### src/rtl/alu_mdu.sv
// Registered ALU with an iterative shift-add multiplier / restoring divider.
// Single-cycle ops finish one edge after acceptance; mult/div take WIDTH edges.
module alu_mdu #(
  parameter int WIDTH = 32
) (
  input  logic             clk,
  input  logic             reset,
  input  logic             start,
  input  logic [3:0]       op,
  input  logic [WIDTH-1:0] a,
  input  logic [WIDTH-1:0] b,
  output logic [WIDTH-1:0] result,
  output logic [WIDTH-1:0] hi,
  output logic [WIDTH-1:0] lo,
  output logic             zero,
  output logic             overflow,
  output logic             busy,
  output logic             done
);
  localparam int CW = $clog2(WIDTH);

  localparam logic [3:0] OP_ADDU = 4'b0000, OP_SUBU = 4'b0001, OP_OR   = 4'b0010,
                         OP_ADD  = 4'b0011, OP_SLT  = 4'b0100, OP_LUI  = 4'b0101,
                         OP_AND  = 4'b0110, OP_XOR  = 4'b0111, OP_SLTU = 4'b1000,
                         OP_MULT = 4'b1010, OP_DIVU = 4'b1011,
                         OP_DIV  = 4'b1100, OP_MFHI = 4'b1101, OP_MFLO = 4'b1110;

  typedef enum logic {IDLE, BUSY} state_t;
  state_t state, state_nx;

  logic [CW-1:0]    cnt;
  logic             md_div, sign_a, neg_q, dvz, eq_q;
  logic [WIDTH-1:0] a_raw, dvs, rem, quo;

  logic accept, is_md, is_signed, last;
  assign busy      = (state == BUSY);
  assign accept    = start && !busy;
  assign is_md     = (op >= 4'b1001) && (op <= 4'b1100);
  assign is_signed = (op == OP_MULT) || (op == OP_DIV);
  assign last      = busy && (cnt == CW'(WIDTH - 1));

  always_ff @(posedge clk or posedge reset) begin
    if (reset) state <= IDLE;
    else       state <= state_nx;
  end

  always_comb begin
    state_nx = state;
    case (state)
      IDLE: if (accept && is_md) state_nx = BUSY;
      BUSY: if (last) state_nx = IDLE;
      default: state_nx = IDLE;
    endcase
  end

  // Single-cycle ALU
  logic [WIDTH-1:0] sum, alu_res;
  logic             add_ovf;
  assign sum     = a + b;
  assign add_ovf = (a[WIDTH-1] == b[WIDTH-1]) && (sum[WIDTH-1] != a[WIDTH-1]);

  always_comb begin
    alu_res = '0;
    case (op)
      OP_ADDU: alu_res = sum;
      OP_SUBU: alu_res = a - b;
      OP_OR:   alu_res = a | b;
      OP_ADD:  alu_res = add_ovf ? '0 : sum;
      OP_SLT:  alu_res = {{(WIDTH-1){1'b0}}, ($signed(a) < $signed(b))};
      OP_LUI:  alu_res = b;
      OP_AND:  alu_res = a & b;
      OP_XOR:  alu_res = a ^ b;
      OP_SLTU: alu_res = {{(WIDTH-1){1'b0}}, (a < b)};
      OP_MFHI: alu_res = hi;
      OP_MFLO: alu_res = lo;
      default: alu_res = '0;
    endcase
  end

  // Operand magnitudes; signs are reapplied on the last step
  logic [WIDTH-1:0] neg_a, neg_b, mag_a, mag_b;
  assign neg_a = -a;
  assign neg_b = -b;
  assign mag_a = (is_signed && a[WIDTH-1]) ? neg_a : a;
  assign mag_b = (is_signed && b[WIDTH-1]) ? neg_b : b;

  // One iteration: rem holds the upper half / partial remainder, quo the lower half / quotient
  logic [WIDTH:0]   add_sum, shl, diff;
  logic [WIDTH-1:0] rem_nx, quo_nx;
  assign add_sum = {1'b0, rem} + {1'b0, dvs};
  assign shl     = {rem, quo[WIDTH-1]};
  assign diff    = shl - {1'b0, dvs};

  always_comb begin
    rem_nx = rem;
    quo_nx = quo;
    if (!md_div) begin
      if (quo[0]) {rem_nx, quo_nx} = {add_sum, quo[WIDTH-1:1]};
      else        {rem_nx, quo_nx} = {1'b0, rem, quo[WIDTH-1:1]};
    end else if (!diff[WIDTH]) begin
      rem_nx = diff[WIDTH-1:0];
      quo_nx = {quo[WIDTH-2:0], 1'b1};
    end else begin
      rem_nx = shl[WIDTH-1:0];
      quo_nx = {quo[WIDTH-2:0], 1'b0};
    end
  end

  logic [2*WIDTH-1:0] prod, prod_neg;
  logic [WIDTH-1:0]   q_neg, r_neg, fin_hi, fin_lo;
  assign prod     = {rem_nx, quo_nx};
  assign prod_neg = -prod;
  assign q_neg    = -quo_nx;
  assign r_neg    = -rem_nx;

  always_comb begin
    if (!md_div) begin
      {fin_hi, fin_lo} = neg_q ? prod_neg : prod;
    end else if (dvz) begin
      fin_hi = a_raw;
      fin_lo = '1;
    end else begin
      fin_hi = sign_a ? r_neg : rem_nx;
      fin_lo = neg_q  ? q_neg : quo_nx;
    end
  end

  always_ff @(posedge clk or posedge reset) begin
    if (reset) begin
      result <= '0; hi <= '0; lo <= '0;
      zero <= 1'b0; overflow <= 1'b0; done <= 1'b0;
      cnt <= '0; md_div <= 1'b0; sign_a <= 1'b0; neg_q <= 1'b0; dvz <= 1'b0; eq_q <= 1'b0;
      a_raw <= '0; dvs <= '0; rem <= '0; quo <= '0;
    end else begin
      done <= 1'b0;
      if (accept) begin
        if (is_md) begin
          md_div <= (op == OP_DIVU) || (op == OP_DIV);
          sign_a <= is_signed && a[WIDTH-1];
          neg_q  <= is_signed && (a[WIDTH-1] ^ b[WIDTH-1]);
          dvz    <= (b == '0);
          eq_q   <= (a == b);
          a_raw  <= a;
          dvs    <= mag_b;
          rem    <= '0;
          quo    <= mag_a;
          cnt    <= '0;
        end else begin
          result   <= alu_res;
          zero     <= (a == b);
          overflow <= (op == OP_ADD) && add_ovf;
          done     <= 1'b1;
        end
      end
      if (busy) begin
        rem <= rem_nx;
        quo <= quo_nx;
        cnt <= cnt + 1'b1;
        if (last) begin
          hi       <= fin_hi;
          lo       <= fin_lo;
          result   <= fin_lo;
          zero     <= eq_q;
          overflow <= 1'b0;
          done     <= 1'b1;
          cnt      <= '0;
        end
      end
    end
  end
endmodule

### config.mk
export PLATFORM = sky130hd
export DESIGN_NAME = alu_mdu
export DESIGN_NICKNAME = d
export VERILOG_FILES = /design/src/rtl/alu_mdu.sv
export SDC_FILE = /design/constraint.sdc
export NUM_CORES = 1
export LEC_CHECK = 0
export CAP_MARGIN = 10
export CORE_MARGIN = 2
export CORE_UTILIZATION = 40
export DETAILED_ROUTE_END_ITERATION = 10
export PLACE_DENSITY_LB_ADDON = 0.3
export SYNTH_ARGS = -nofsm -noshare
export SYNTH_HDL_FRONTEND = slang
export SYNTH_SLANG_ARGS = --single-unit
### constraint.sdc
create_clock -name clk -period 7.8 [get_ports clk]
set_clock_uncertainty 0.05 [all_clocks]
set_input_delay 1.17 -clock clk [delete_from_list [all_inputs] [get_ports clk]]
set_output_delay 1.17 -clock clk [all_outputs]
set_load 0.03 [all_outputs]
==> reports/qor.csv <==
stage,metric,value,unit
worst_setup_path,RR Startpoint,quo[31],
worst_setup_path,worst path required time,8180,ps
drt,Detail Route Antenna Nets,0,
floorplan,row count,88,
placed_design,GPL Wtd Cong,0.990,
clock_network,hold buffers post-CTS,0,
floorplan,die area,60600,sq um
sta,fin crit period,6300,ps
global_routing,initial antenna violation count,1,
drt,Wirelength per Cell,24.3,microns
clock_network,setup repair bufs after CTS,0,
sta,Final Max Slew Viols,0,
global_routing,vias in the first global route,22945,
yosys,Syn Nets,3314,
run,max cap viols,0,
yosys,Post-synth EDFFs,0,
drt,DR DRC count,0,
drt,routed vias/inst,6.27,
cells_and_area,multi-input combinational cell area,16200,sq um
placed_design,port bufs,170,
floorplan,# IOs,171,
yosys,Async SR Flop Fraction,100,%
worst_setup_path,r2r endpoint,hi[20],
yosys,synth cell count leaders,"377 x nand2_1, 298 x o21ai_0, 249 x nor2_1",
worst_setup_path,Setup CP Type,flop to flop,
cells_and_area,Sequential Area,5960,sq um
cells_and_area,Filler Cell Count,5807,
yosys,register area share after synthesis,25.4,%
sta,unrepaired setup endpoints after global routing,no,
floorplan,Die Y,246,microns
pwr,static leakage power,11.4,nW
yosys,Unique masters post-synth,88,
clock_network,CTS root buffer,clkbuf_16,
yosys,Synth area leaders,"dfrtp_1 25%, ha_1 8.9%, o21ai_0 6.4%",
worst_setup_path,cells traversed along the worst timing path,inv_1 -> ha_1 -> fa_1 -> nand2b_1 -> a21oi_1 -> o21ai_1 -> o21a_1 -> o21ai_2 -> a21o_1 -> nor4_1 -> or4_1 -> inv_1 -> ha_1 -> inv_1 -> a311oi_1 -> o21bai_1 -> or3_1 -> o21ai_0 -> mux2_2 -> a211oi_1 -> o31ai_1,
cells_and_area,"non-filler cells, final",3914,
yosys,"count leader, synth",nand2_1,
worst_setup_path,crit-path max cell delay,680,ps
floorplan,core box area,57800,sq um
clock_network,clk buf depth,3,
worst_setup_path,Most common cell on crit path,inv_1,
placed_design,placed insts,3863,
yosys,Synth area leader,dfrtp_1,
clock_network,H-tree Lvls,1,
placed_design,dpl ws,1640,ps
yosys,Synth Cell Area,23500,sq um
worst_hold_path,worst hold endpoint,a_raw[30],
worst_setup_path,CP Capture Type,flop,
global_routing,global-route wire length before repair,143000,microns
pwr,total design power,11.3,mW
worst_hold_path,class of the worst hold path,flop to flop,
worst_setup_path,crit start category,flop,
drt,1st-iter DRT viols,2464,
sta,fmax,159,MHz
sta,fin crit share,80.8,%
drt,total number of vias,24552,
worst_setup_path,Reg2Reg Setup Slack,1500,ps
yosys,Synth Instances,3073,
worst_setup_path,crit path DAT,6680,ps
floorplan,Initial Util,40.6,%
pwr,peak supply drop,0.219,mV
cells_and_area,area delta synth->final,14.5,%
sta,Max transition margin,21.1,%
yosys,syn_area_per_cell,7.64,sq um
worst_hold_path,Hold Path Origin,a_raw[30],
worst_setup_path,"Max stage delay cell, worst path",or4_1,
clock_network,clk_lat worst skew,590,ps
clock_network,CTS tree,built,
yosys,share of Yosys cell area claimed by the top area cell type,25.4,%
worst_setup_path,critical path's top delay family,compound AO/OA/AOI/OAI gates,
sta,worst-margin pin slew,1170,ps
worst_hold_path,hold depth,2,
yosys,Ys Warns,0,
drt,DRT Wirelength,95000,microns
worst_setup_path,Worst R2R Path Depth,21,
sta,Setup WS post-layout,1500,ps
cells_and_area,share of cells above drive strength 1,5.49,%
sta,"Hold Vio Cnt, Final",0,
pwr,PD cells,419,nW/um^2
outcome,outcome,"complete, no violations",
worst_setup_path,"critical path fanouts, max",15,
clock_network,Resized Gates After CTS,0,
global_routing,largest net degree at the start of global routing,132,
worst_setup_path,WP buf/inv,3,
clock_network,Clock Sinks,238,
global_routing,GRT Total Usage,30.5,%
global_routing,GRT overflow,0,
clock_network,"Reg clk slew, reported paths",60,ps
cells_and_area,Ant. Diodes,0,
sta,setup_tns,0,ps
yosys,ys flop type,dfrtp_1,
sta,Min Hold Slack,429,ps
floorplan,Die Wd,246,microns
clock_network,CTS buffer count,29,
yosys,Seq cells post-synth,238,
cells_and_area,Final Net Count,3370,
drt,drt pass-1 iters,6,
sta,Finish-stage setup viols,0,
placed_design,Final HPWL DP,71800,microns
==> metrics by stage <==
| stage | util [%] | area [sq um] |
|---|---|---|
| 6_report | 46.5 | 26900 |
| 5_1_grt | 46.5 | 26900 |
| 4_1_cts | 46.5 | 26900 |
| 3_5_place_dp | 44.6 | 25800 |
| 3_3_place_gp | 44.6 | 25800 |
| 2_1_floorplan | - | 23500 |
==> cells in the final DEF, fill, tap and decap left out, types with 37 or more instances in the layout <==
master,Yosys,routed
nor3_1,62,62
nand2_1,377,376
inv_1,158,157
buf_4,1,47
mux2i_1,69,69
clkdlybuf4s50_1,0,170
o21ai_0,298,298
a21o_1,59,59
o211ai_1,37,37
ha_1,166,166
a21oi_1,226,226
dfrtp_1,238,235
xnor2_1,136,136
nor2_1,249,244
nand3_1,56,55
xor2_1,50,50
nand2b_1,40,39
o31ai_1,56,56
==> logic make-up after synthesis <==
logic type | count (synthesis) | synth area share, %
compound gates | 1057 | 29.2
xor+xnor | 188 | 7.08
fa+ha+maj | 170 | 9.19
buf+inv | 352 | 5.79
flops | 238 | 25.4
mux | 98 | 4.34
simple gates | 970 | 19.0
==> flip-flops by register name (all words and copies together), names as in the netlist <==
name and flops:
zero 1, eq_q 1, result 32, dvs 32, md_div 1, overflow 1
done 1, rem 32, busy 1, quo 32, dvz 1, hi 32
lo 32, sign_a 1, a_raw 32, cnt 5, neg_q 1
==> worst min-delay path, delay by kind of cell (launching register included) <==
kind,cells,cell delay [ps]
flops,1,340
compound gates,1,60
simple gates,1,50
==> layer usage <==
metal  vias to the layer above  track usage (%)  wire [microns]  part of all wire (%)
met4                         0             14.4            4710                   5.0
met3                       217             5.87            9630                    10
li1                      11294                -               -                     -
met1                     11728             41.9           40200                    42
met2                      1313             45.8           40500                    43
met5                         -            0.490               0                     0
==> worst max-delay path by stage <==
| stage | startpoint | end | cells past startpoint |
|---|---|---|---|
| after floorplan | reset | a_raw[0] | 1 |
| after global placement | quo[31] | hi[20] | 21 |
| after detailed placement | quo[31] | hi[20] | 21 |
| after CTS | quo[31] | hi[20] | 21 |
| after global routing | quo[31] | hi[20] | 21 |
| final | quo[31] | hi[20] | 21 |
==> area by class of cell <==
class / instances / share of cell area, %
clock buffer: 36 / 2.99
timing repair buffer: 218 / 7.72
sequential: 238 / 22.2
multi-input combinational: 2483 / 60.3
clock inverter: 15 / 0.973
inverter: 159 / 2.25
tap: 765 / 3.56
==> power by group <==
part | switching (mW) | internal [mW]
Combinational | 4.50 | 2.80
Clock | 0.601 | 0.955
Sequential | 0.663 | 1.74
Note: power is estimated with default switching activity, not from simulation.
